===== src/rtl/scara_pkg.sv =====
// Shared types and constants for the SCARA inverse-kinematics sequencer and its datapath.
// compute_state_t is the op code seen by the external datapath.
package scara_pkg;

  typedef enum logic [2:0] {
    FK   = 3'd0,
    J    = 3'd1,
    JI   = 3'd2,
    MULT = 3'd3,
    CONV = 3'd4
  } compute_state_t;

  typedef enum logic [2:0] {
    ST_IDLE,
    ST_FK,
    ST_J,
    ST_JI,
    ST_MULT,
    ST_CONV,
    ST_DONE,
    ST_FAULT
  } seq_state_t;

  localparam int STEP_W   = 14;
  localparam int STEP_MAX = 16383;

  // Arm lengths in position units, used by the datapath side.
  localparam int L1 = 8936;
  localparam int L2 = 7447;

  // Magnitude of a 14-bit signed error, widened so -8192 maps to +8192.
  function automatic logic [14:0] abs15(input logic [13:0] v);
    logic signed [14:0] s;
    s = {v[13], v};
    return s[14] ? 15'(-s) : 15'(s);
  endfunction

endpackage


===== src/rtl/scara_step_accum.sv =====
// Saturating accumulator: adds a signed step delta to an unsigned joint position,
// clamping the result to 0..STEP_MAX.
module scara_step_accum
  import scara_pkg::*;
(
  input  logic              clk,
  input  logic              reset,
  input  logic              en,
  input  logic [STEP_W-1:0] delta,
  output logic [STEP_W-1:0] steps
);

  // Two guard bits: the sum spans -8192..24574, which a 15-bit signed value cannot hold.
  logic signed [STEP_W+1:0] sum;

  assign sum = $signed({2'b00, steps}) + $signed({{2{delta[STEP_W-1]}}, delta});

  always_ff @(posedge clk) begin
    if (reset) begin
      steps <= '0;
    end else if (en) begin
      if (sum[STEP_W+1])
        steps <= '0;
      else if (sum[STEP_W])
        steps <= STEP_W'(STEP_MAX);
      else
        steps <= sum[STEP_W-1:0];
    end
  end

endmodule


===== src/rtl/scara_ik_sequencer.sv =====
// Sequences the shared kinematics datapath FK->J->JI->MULT->CONV per iteration until the
// Cartesian error is within TOL or MAX_ITER is spent; accumulates joint step commands.
module scara_ik_sequencer
  import scara_pkg::*;
#(
  parameter int MAX_ITER   = 16,
  parameter int TOL        = 8,
  parameter int DP_TIMEOUT = 255
) (
  input  logic        clk,
  input  logic        reset,
  input  logic        tgt_valid,
  output logic        tgt_ready,
  input  logic [13:0] x_target,
  input  logic [13:0] y_target,
  input  logic        abort,
  output logic        dp_start,
  output logic [2:0]  dp_op,
  output logic [13:0] dp_x_target,
  output logic [13:0] dp_y_target,
  input  logic        dp_done,
  input  logic [13:0] dp_err_x,
  input  logic [13:0] dp_err_y,
  input  logic [13:0] dp_dth1,
  input  logic [13:0] dp_dth2,
  output logic [13:0] th1_steps,
  output logic [13:0] th2_steps,
  output logic        busy,
  output logic        done,
  output logic        converged,
  output logic        fault,
  output logic [7:0]  iter_count
);

  seq_state_t  state, state_nxt;
  logic        issued, issued_nxt;
  logic [7:0]  timer, timer_nxt;
  logic [7:0]  iter_nxt;
  logic        conv_nxt;
  logic        fault_nxt;
  logic        accept;
  logic        step_en;
  logic [13:0] x_lat, y_lat;
  logic        err_in_tol;

  assign err_in_tol = (abs15(dp_err_x) <= 15'(TOL)) && (abs15(dp_err_y) <= 15'(TOL));

  always_ff @(posedge clk) begin
    if (reset) begin
      state      <= ST_IDLE;
      issued     <= 1'b0;
      timer      <= '0;
      iter_count <= '0;
      converged  <= 1'b0;
      fault      <= 1'b0;
      x_lat      <= '0;
      y_lat      <= '0;
    end else begin
      state      <= state_nxt;
      issued     <= issued_nxt;
      timer      <= timer_nxt;
      iter_count <= iter_nxt;
      converged  <= conv_nxt;
      fault      <= fault_nxt;
      if (accept) begin
        x_lat <= x_target;
        y_lat <= y_target;
      end
    end
  end

  always_comb begin
    state_nxt  = state;
    issued_nxt = issued;
    timer_nxt  = timer;
    iter_nxt   = iter_count;
    conv_nxt   = converged;
    fault_nxt  = fault;
    dp_start   = 1'b0;
    accept     = 1'b0;
    step_en    = 1'b0;

    case (state)
      ST_IDLE: begin
        if (tgt_valid) begin
          accept     = 1'b1;
          iter_nxt   = '0;
          conv_nxt   = 1'b0;
          issued_nxt = 1'b0;
          state_nxt  = ST_FK;
        end
      end
      ST_DONE:  state_nxt = ST_IDLE;
      ST_FAULT: ;
      default: begin
        // Issue sub-phase: launch the op; a dp_done in this cycle belongs to nobody.
        if (!issued) begin
          dp_start   = 1'b1;
          issued_nxt = 1'b1;
          timer_nxt  = '0;
        end else if (dp_done) begin
          issued_nxt = 1'b0;
          case (state)
            ST_FK: begin
              if (err_in_tol) begin
                conv_nxt  = 1'b1;
                state_nxt = ST_DONE;
              end else if (iter_count == 8'(MAX_ITER)) begin
                conv_nxt  = 1'b0;
                state_nxt = ST_DONE;
              end else begin
                state_nxt = ST_J;
              end
            end
            ST_J:    state_nxt = ST_JI;
            ST_JI:   state_nxt = ST_MULT;
            ST_MULT: state_nxt = ST_CONV;
            default: begin
              step_en   = 1'b1;
              iter_nxt  = iter_count + 8'd1;
              state_nxt = ST_FK;
            end
          endcase
        end else if ({1'b0, timer} + 9'd1 == 9'(DP_TIMEOUT)) begin
          issued_nxt = 1'b0;
          fault_nxt  = 1'b1;
          state_nxt  = ST_FAULT;
        end else begin
          timer_nxt = timer + 8'd1;
        end
      end
    endcase

    // Abort overrides everything outside IDLE, including a coincident dp_done.
    if (abort && state != ST_IDLE) begin
      state_nxt  = ST_IDLE;
      issued_nxt = 1'b0;
      conv_nxt   = 1'b0;
      fault_nxt  = 1'b0;
      iter_nxt   = iter_count;
      step_en    = 1'b0;
    end
  end

  always_comb begin
    case (state)
      ST_J:    dp_op = J;
      ST_JI:   dp_op = JI;
      ST_MULT: dp_op = MULT;
      ST_CONV: dp_op = CONV;
      default: dp_op = FK;
    endcase
  end

  assign tgt_ready   = (state == ST_IDLE);
  assign busy        = (state != ST_IDLE);
  assign done        = (state == ST_DONE);
  assign dp_x_target = x_lat;
  assign dp_y_target = y_lat;

  scara_step_accum u_th1 (
    .clk   (clk),
    .reset (reset),
    .en    (step_en),
    .delta (dp_dth1),
    .steps (th1_steps)
  );

  scara_step_accum u_th2 (
    .clk   (clk),
    .reset (reset),
    .en    (step_en),
    .delta (dp_dth2),
    .steps (th2_steps)
  );

endmodule

===== config.mk =====
export PLATFORM = sky130hd
export DESIGN_NAME = scara_ik_sequencer
export DESIGN_NICKNAME = d
export VERILOG_FILES = /design/src/rtl/scara_pkg.sv /design/src/rtl/scara_step_accum.sv /design/src/rtl/scara_ik_sequencer.sv
export SDC_FILE = /design/constraint.sdc
export NUM_CORES = 1
export LEC_CHECK = 0
export CAP_MARGIN = 5
export CORE_MARGIN = 2
export CORE_UTILIZATION = 50
export DETAILED_ROUTE_END_ITERATION = 12
export PLACE_DENSITY = 0.91
export SLEW_MARGIN = 20
export SYNTH_ARGS = -nofsm -noshare
export SYNTH_HDL_FRONTEND = slang
export SYNTH_SLANG_ARGS = --single-unit

===== constraint.sdc =====
create_clock -name clk -period 8.8 [get_ports clk]
set_input_delay 2.64 -clock clk [delete_from_list [all_inputs] [get_ports clk]]
set_output_delay 2.64 -clock clk [all_outputs]
set_load 0.01 [all_outputs]

==> results of run 1 <==
==> synthesized netlist by cell type (3+ instances only) <==
master / n / area [um^2]
nand3_1: 13 / 65.06
o21a_1: 8 / 60.06
nor3_1: 15 / 75.07
clkbuf_1: 23 / 86.33
nand2b_1: 8 / 50.05
nand2_1: 124 / 465.5
buf_2: 3 / 15.01
or4_1: 3 / 22.52
a32o_1: 3 / 30.03
xnor2_1: 16 / 140.1
nand4_1: 6 / 37.54
nor2_1: 78 / 292.8
nor3b_1: 4 / 30.03
dfxtp_1: 78 / 1562
nor4_1: 5 / 31.28
nor2b_1: 14 / 87.58
a211o_1: 3 / 26.28
ha_1: 36 / 450.4
a21o_1: 11 / 82.58
nor4b_1: 4 / 35.03
and2_1: 5 / 31.28
or3_1: 8 / 50.05
a21oi_1: 80 / 400.4
mux2i_1: 4 / 40.04
and3_1: 5 / 31.28
a211oi_1: 5 / 37.54
o211ai_1: 9 / 67.56
a31oi_1: 4 / 25.02
o21ai_1: 14 / 70.07
xor2_1: 11 / 96.34
a221oi_1: 3 / 26.28
o21ai_0: 45 / 225.2
inv_1: 33 / 123.9
==> cell type report <==
type                       count  area, um^2  share of cell area [%]
tap                          136       170.2                   2.366
clock inverter                 7       62.56                  0.8697
timing repair buffer         164        1634                   22.72
inverter                      33       123.9                   1.722
sequential                    78        1562                   21.71
clock buffer                   9       123.9                   1.722
multi-input combinational    590        3517                   48.90
==> sequential cells by signal, indices dropped and copies added, names as in the netlist <==
signal,flops
dp_y_target,14
dp_x_target,14
iter_count,8
u_th1.steps,14
timer,8
u_th2.steps,14
fault,1
state,3
issued,1
converged,1
==> routing by layer <==
layer	share of wire [%]	track usage [%]	routed length (um)
met5	0	0	0
met1	44	28.84	6017
met3	5.1	3.769	705
met2	49	42.63	6803
met4	2.1	8.720	285
==> logic make-up after synthesis <==
kind of cell / after synthesis / share of synthesized area (%)
buffers and inverters: 61 / 4.516
muxes: 5 / 0.9645
AOI/OAI and AO/OA: 212 / 24.14
and+or+nand+nor: 307 / 27.17
adders and majority gates: 39 / 9.410
DFF: 78 / 29.36
xor gates and xnor gates: 27 / 4.446
==> worst paths after layout <==
kind                                   endpoint
worst max-delay path            u_th2.steps[13]
worst min-delay path             dp_x_target[8]
worst max register to register  u_th1.steps[13]
worst min register to register   dp_x_target[8]
==> worst register-to-register path, delay by kind of cell (launching register included) <==
kind | cells | cell delay [ps]
DFF | 1 | 610
AOI/OAI and AO/OA | 1 | 200
buffers and inverters | 1 | 180
and+or+nand+nor | 5 | 1660
==> power by group <==
part	internal [W]	switching, W
Sequential	0.000363	0.00000805
Combinational	0.0000859	0.0000819
Clock	0.000108	0.000156
==> metrics by stage <==
step / setup WS (ps) / total power (W)
5_1_grt: 3590 / 0.0008430
4_1_cts: 3757 / 0.0008112
3_5_place_dp: 3379 / 0.0005466
3_3_place_gp: 3436 / 0.0005437
2_1_floorplan: 4005 / 0.0004620
6_report: 3732 / 0.0008035
==> impl_metrics.env, run 1 <==
export IMPL_ys_seq_elements=78
export IMPL_ff2ff_setup_slack_ps=6070
export IMPL_io_pins=162
export IMPL_worst_path_max_delay_cell="or4b_1"
export IMPL_post_cts_buffers=0
export IMPL_hold_buffers=0
export IMPL_design_area_mm2=0.007193
export IMPL_min_period_ps=5068
export IMPL_wire_per_inst_um=13.58
export IMPL_worstHoldPathType="reg -> reg"
export IMPL_synth_warnings=0
export IMPL_end_kind="flip-flop"
export IMPL_grt_usage_pct=23.91
export IMPL_startpoint="dp_dth2[1]"
export IMPL_port_buffers=161
export IMPL_h_tree_depth=3
export IMPL_yosysUniqueCellTypes=70
export IMPL_startpoint_type="input pin"
export IMPL_fillCellCount=892
export IMPL_critPathMaxFanout=3
export IMPL_setup_viol=0
export IMPL_hold_depth=2
export IMPL_synth_cells=729
export IMPL_floorplan_initialDensity_pct=51.52
export IMPL_layout_commonest_cell="clkdlybuf4s50_1"
export IMPL_synth_nets=856
export IMPL_syn_to_final_growth_pct=35.24
export IMPL_dieArea_mm2=0.01148
export IMPL_cts_tree="yes"
export IMPL_vdd_drop_max_mv=0.07334
export IMPL_grt_max_degree=43
export IMPL_most_common_layout_cells="clkdlybuf4s50_1, nand2_1, a21oi_1"
export IMPL_synth_cell_area_mm2=0.005319
export IMPL_layout_nets=1003
export IMPL_hold_violations=0
export IMPL_syn_avg_cell_area_um2=7.296
export IMPL_fin_crit_sh_pct=57.59
export IMPL_synthFlopType="dfxtp_1"
export IMPL_power_density_mw_per_mm2=111.7
export IMPL_p_leak_nw=2.776
export IMPL_drtAntennaViolNets=0
export IMPL_clk_pin_slew_ps=100
export IMPL_tightest_slew_ps=1044
export IMPL_worstPathRequired_ps=9020
export IMPL_crit_arrival_ps=5290
export IMPL_antenna_found_initial=0
export IMPL_drt_iter0_markers=332
export IMPL_slew_headroom_pct=30.42
export IMPL_reg2reg_from="state[1]"
export IMPL_final_core_util_pct=69.68
export IMPL_hp_start="dp_x_target[8]"
export IMPL_coreArea_mm2=0.01032
export IMPL_place_hpwl_um=10350
export IMPL_grt_pass1_wl_um=22760
export IMPL_grt_pass1_vias=5107
export IMPL_dr_pass1_iters=5
export IMPL_path_buf_inv=1
export IMPL_num_antenna_cells=0
export IMPL_drive_above_1_share_pct=3.178
export IMPL_fin_tns_setup_ps=0
export IMPL_dpl_cell_area_mm2=0.007007
export IMPL_rsz0062_at_grt="no"
export IMPL_cts_buffers=9
export IMPL_clk_insertion_delay_late_ps=370
export IMPL_post_drt_via_cell_ratio=5.512
export IMPL_die_h_um=107.1
export IMPL_reg2regPathDepth=7
export IMPL_synth_yosys_seq_area_share_pct=29.36
export IMPL_synth_edf_count=0
export IMPL_crit_family="compound AO/OA/AOI/OAI gates"
export IMPL_vias=5606
export IMPL_finalClockSkew_ps=16.00
export IMPL_hold_worst_slack_ps=459.2
export IMPL_drc=0
export IMPL_num_rows=37
export IMPL_clk_path_buf_depth=2
export IMPL_cts_resized_gates=0
export IMPL_root_buffer="clkbuf_8"
export IMPL_status="complete, no violations"
export IMPL_slew_violations=0
export IMPL_maxCapViolations=0
export IMPL_path_cells="clkdlybuf4s50_1 > ha_1 > a211o_1 > a211oi_2 > o211ai_1 > a31oi_2 > a21oi_1 > or4b_1 > a31oi_1 > nor4b_1"
export IMPL_die_w_um=107.1
export IMPL_final_instance_count_excl_fill=1017
export IMPL_wl_um=13810
export IMPL_grt_overflow=0
export IMPL_placedCellCount=1001
export IMPL_clock_sinks=78
export IMPL_max_stage_delay_ps=520
export IMPL_gp_congestion=0.9364
export IMPL_cp_depth=10
export IMPL_fmax_mhz=197.3
export IMPL_crit_type="in -> reg"
export IMPL_ys_async_sr_fraction_pct=0
(Power assumes the default switching activity.)
==> run 2: changes to the inputs <==
Settings changed: CORE_UTILIZATION 50 to 48, PLACE_DENSITY 0.91 to 0.88.
Clock period 8.8 ns to 4.97 ns, I/O delays scaled along.
==> impl_metrics.env, run 2 (synthesis gave the netlist of run 1 again) <==
export IMPL_fin_crit_sh_pct=78.50
export IMPL_die_w_um=109.3
export IMPL_critPathMaxFanout=3
export IMPL_crit_type="in -> reg"
export IMPL_grt_usage_pct=23.80
export IMPL_wire_per_inst_um=13.77
export IMPL_critical_path_endpoint="u_th2.steps[13]"
export IMPL_setup_viol=0
export IMPL_status="complete, no violations"
export IMPL_post_cts_buffers=0
export IMPL_power_density_mw_per_mm2=215.4
export IMPL_maxCapViolations=0
export IMPL_reg2regPathDepth=8
export IMPL_num_rows=38
export IMPL_finalClockSkew_ps=13.33
export IMPL_min_period_ps=3901
export IMPL_cts_tree="yes"
export IMPL_dr_pass1_iters=5
export IMPL_clk_pin_slew_ps=90
export IMPL_rr_endpoint="timer[3]"
export IMPL_drtAntennaViolNets=0
export IMPL_layout_nets=1005
export IMPL_clk_path_buf_depth=2
export IMPL_num_antenna_cells=0
export IMPL_dieArea_mm2=0.01194
export IMPL_regArea_mm2=0.001562
export IMPL_crit_arrival_ps=4130
export IMPL_grt_overflow=0
export IMPL_final_instance_count_excl_fill=1023
export IMPL_h_tree_depth=3
export IMPL_hold_violations=0
export IMPL_coreArea_mm2=0.01084
export IMPL_multi_input_area_mm2=0.003517
export IMPL_grt_pass1_wl_um=23050
export IMPL_post_drt_via_cell_ratio=5.500
export IMPL_cts_resized_gates=0
export IMPL_antenna_found_initial=0
export IMPL_p_leak_nw=2.827
export IMPL_layout_commonest_cell="clkdlybuf4s50_1"
export IMPL_wl_um=14090
export IMPL_drc=0
export IMPL_vdd_drop_max_mv=0.1769
export IMPL_startpoint="dp_dth2[1]"
export IMPL_slew_violations=0
export IMPL_die_h_um=109.3
export IMPL_vias=5627
export IMPL_finalPower_w=0.001568
export IMPL_root_buffer="clkbuf_8"
export IMPL_worstPathRequired_ps=5200
export IMPL_fmax_mhz=256.3
export IMPL_gp_congestion=0.8731
export IMPL_grt_max_degree=43
export IMPL_clk_insertion_delay_late_ps=370
export IMPL_port_buffers=161
export IMPL_worstHoldPathType="reg -> reg"
export IMPL_startpoint_type="input pin"
export IMPL_drt_iter0_markers=247
export IMPL_end_kind="flip-flop"
export IMPL_fin_tns_setup_ps=0
export IMPL_drive_above_1_share_pct=3.398
export IMPL_hold_buffers=0
export IMPL_cts_buffers=9
export IMPL_tightest_slew_ps=973.0
export IMPL_io_pins=162
export IMPL_syn_to_final_growth_pct=36.89
export IMPL_fillCellCount=964
export IMPL_clock_sinks=78
export IMPL_ff2ff_setup_slack_ps=2240
export IMPL_most_common_layout_cells="clkdlybuf4s50_1, nand2_1, a21oi_1"
export IMPL_rsz0062_at_grt="no"
export IMPL_place_hpwl_um=10320
export IMPL_slew_headroom_pct=35.13
export IMPL_grt_pass1_vias=5179
export IMPL_placedCellCount=1007
export IMPL_floorplan_initialDensity_pct=49.07
export IMPL_reg2reg_from="timer[0]"
## run 2: changes by cell type in the layout (fill, tap and decap cells not counted)
cell / before / now
clkinvlp_4: 3 / 0
bufinv_16: 0 / 3
clkinv_4: 0 / 1
clkbuf_8: 9 / 10
inv_8: 2 / 0
buf_4: 3 / 5
## run 2: layout make-up
class	count	share of cell area [%]
Clock buffer	10	1.890
Clock inverter	6	1.598
Tap cell	140	2.406
Timing Repair Buffer	166	22.65
Sequential cell	78	21.45
Inverter	33	1.701
Multi-Input combinational cell	590	48.31
## run 2: how the worst min path moves through the flow
stage / start / end / slack, ps / cells after the start
2_1_floorplan: dp_x_target[0] / dp_x_target[0] / 480 / 2
3_3_place_gp: dp_y_target[1] / dp_y_target[1] / 440 / 2
3_5_place_dp: dp_x_target[4] / dp_x_target[4] / 450 / 2
4_1_cts: dp_x_target[4] / dp_x_target[4] / 460 / 2
5_1_grt: dp_x_target[8] / dp_x_target[8] / 480 / 2
6_report: dp_x_target[5] / dp_x_target[5] / 460 / 2
## run 2: where the power goes
part           leakage (nW)  internal [W]  switching [W]
registers             0.633      0.000643      0.0000141
clock network         0.127      0.000352       0.000258
logic                  2.07      0.000154       0.000147
total                  2.83       0.00115       0.000419
## run 2: critical path, cell delays in order
cell	delay [ps]
clkdlybuf4s50_1	420
ha_1	320
a211o_1	320
a211oi_2	270
o211ai_1	150
a31oi_2	260
a21oi_1	150
or4b_1	510
a31oi_1	170
nor4b_1	60
## run 2: routing by layer
layer | share of wire (%) | global-route usage (%)
met5 | 0 | 0
met4 | 2.1 | 9.042
met3 | 4.9 | 5.559
met2 | 51 | 41.84
met1 | 42 | 28.02
## run 2: per-stage QoR
| stage | utilization, % | cell area [um^2] | hold slack, ps | setup WS [ps] |
|---|---|---|---|---|
| 2_1_floorplan | - | 5319 | 480.5 | 1324 |
| 3_3_place_gp | 64.82 | 7027 | 440.9 | 739.1 |
| 3_5_place_dp | 64.82 | 7027 | 445.6 | 702.0 |
| 4_1_cts | 67.16 | 7281 | 458.5 | 1079 |
| 5_1_grt | 67.16 | 7281 | 477.9 | 825.5 |
| 6_report | 67.16 | 7281 | 456.3 | 1069 |
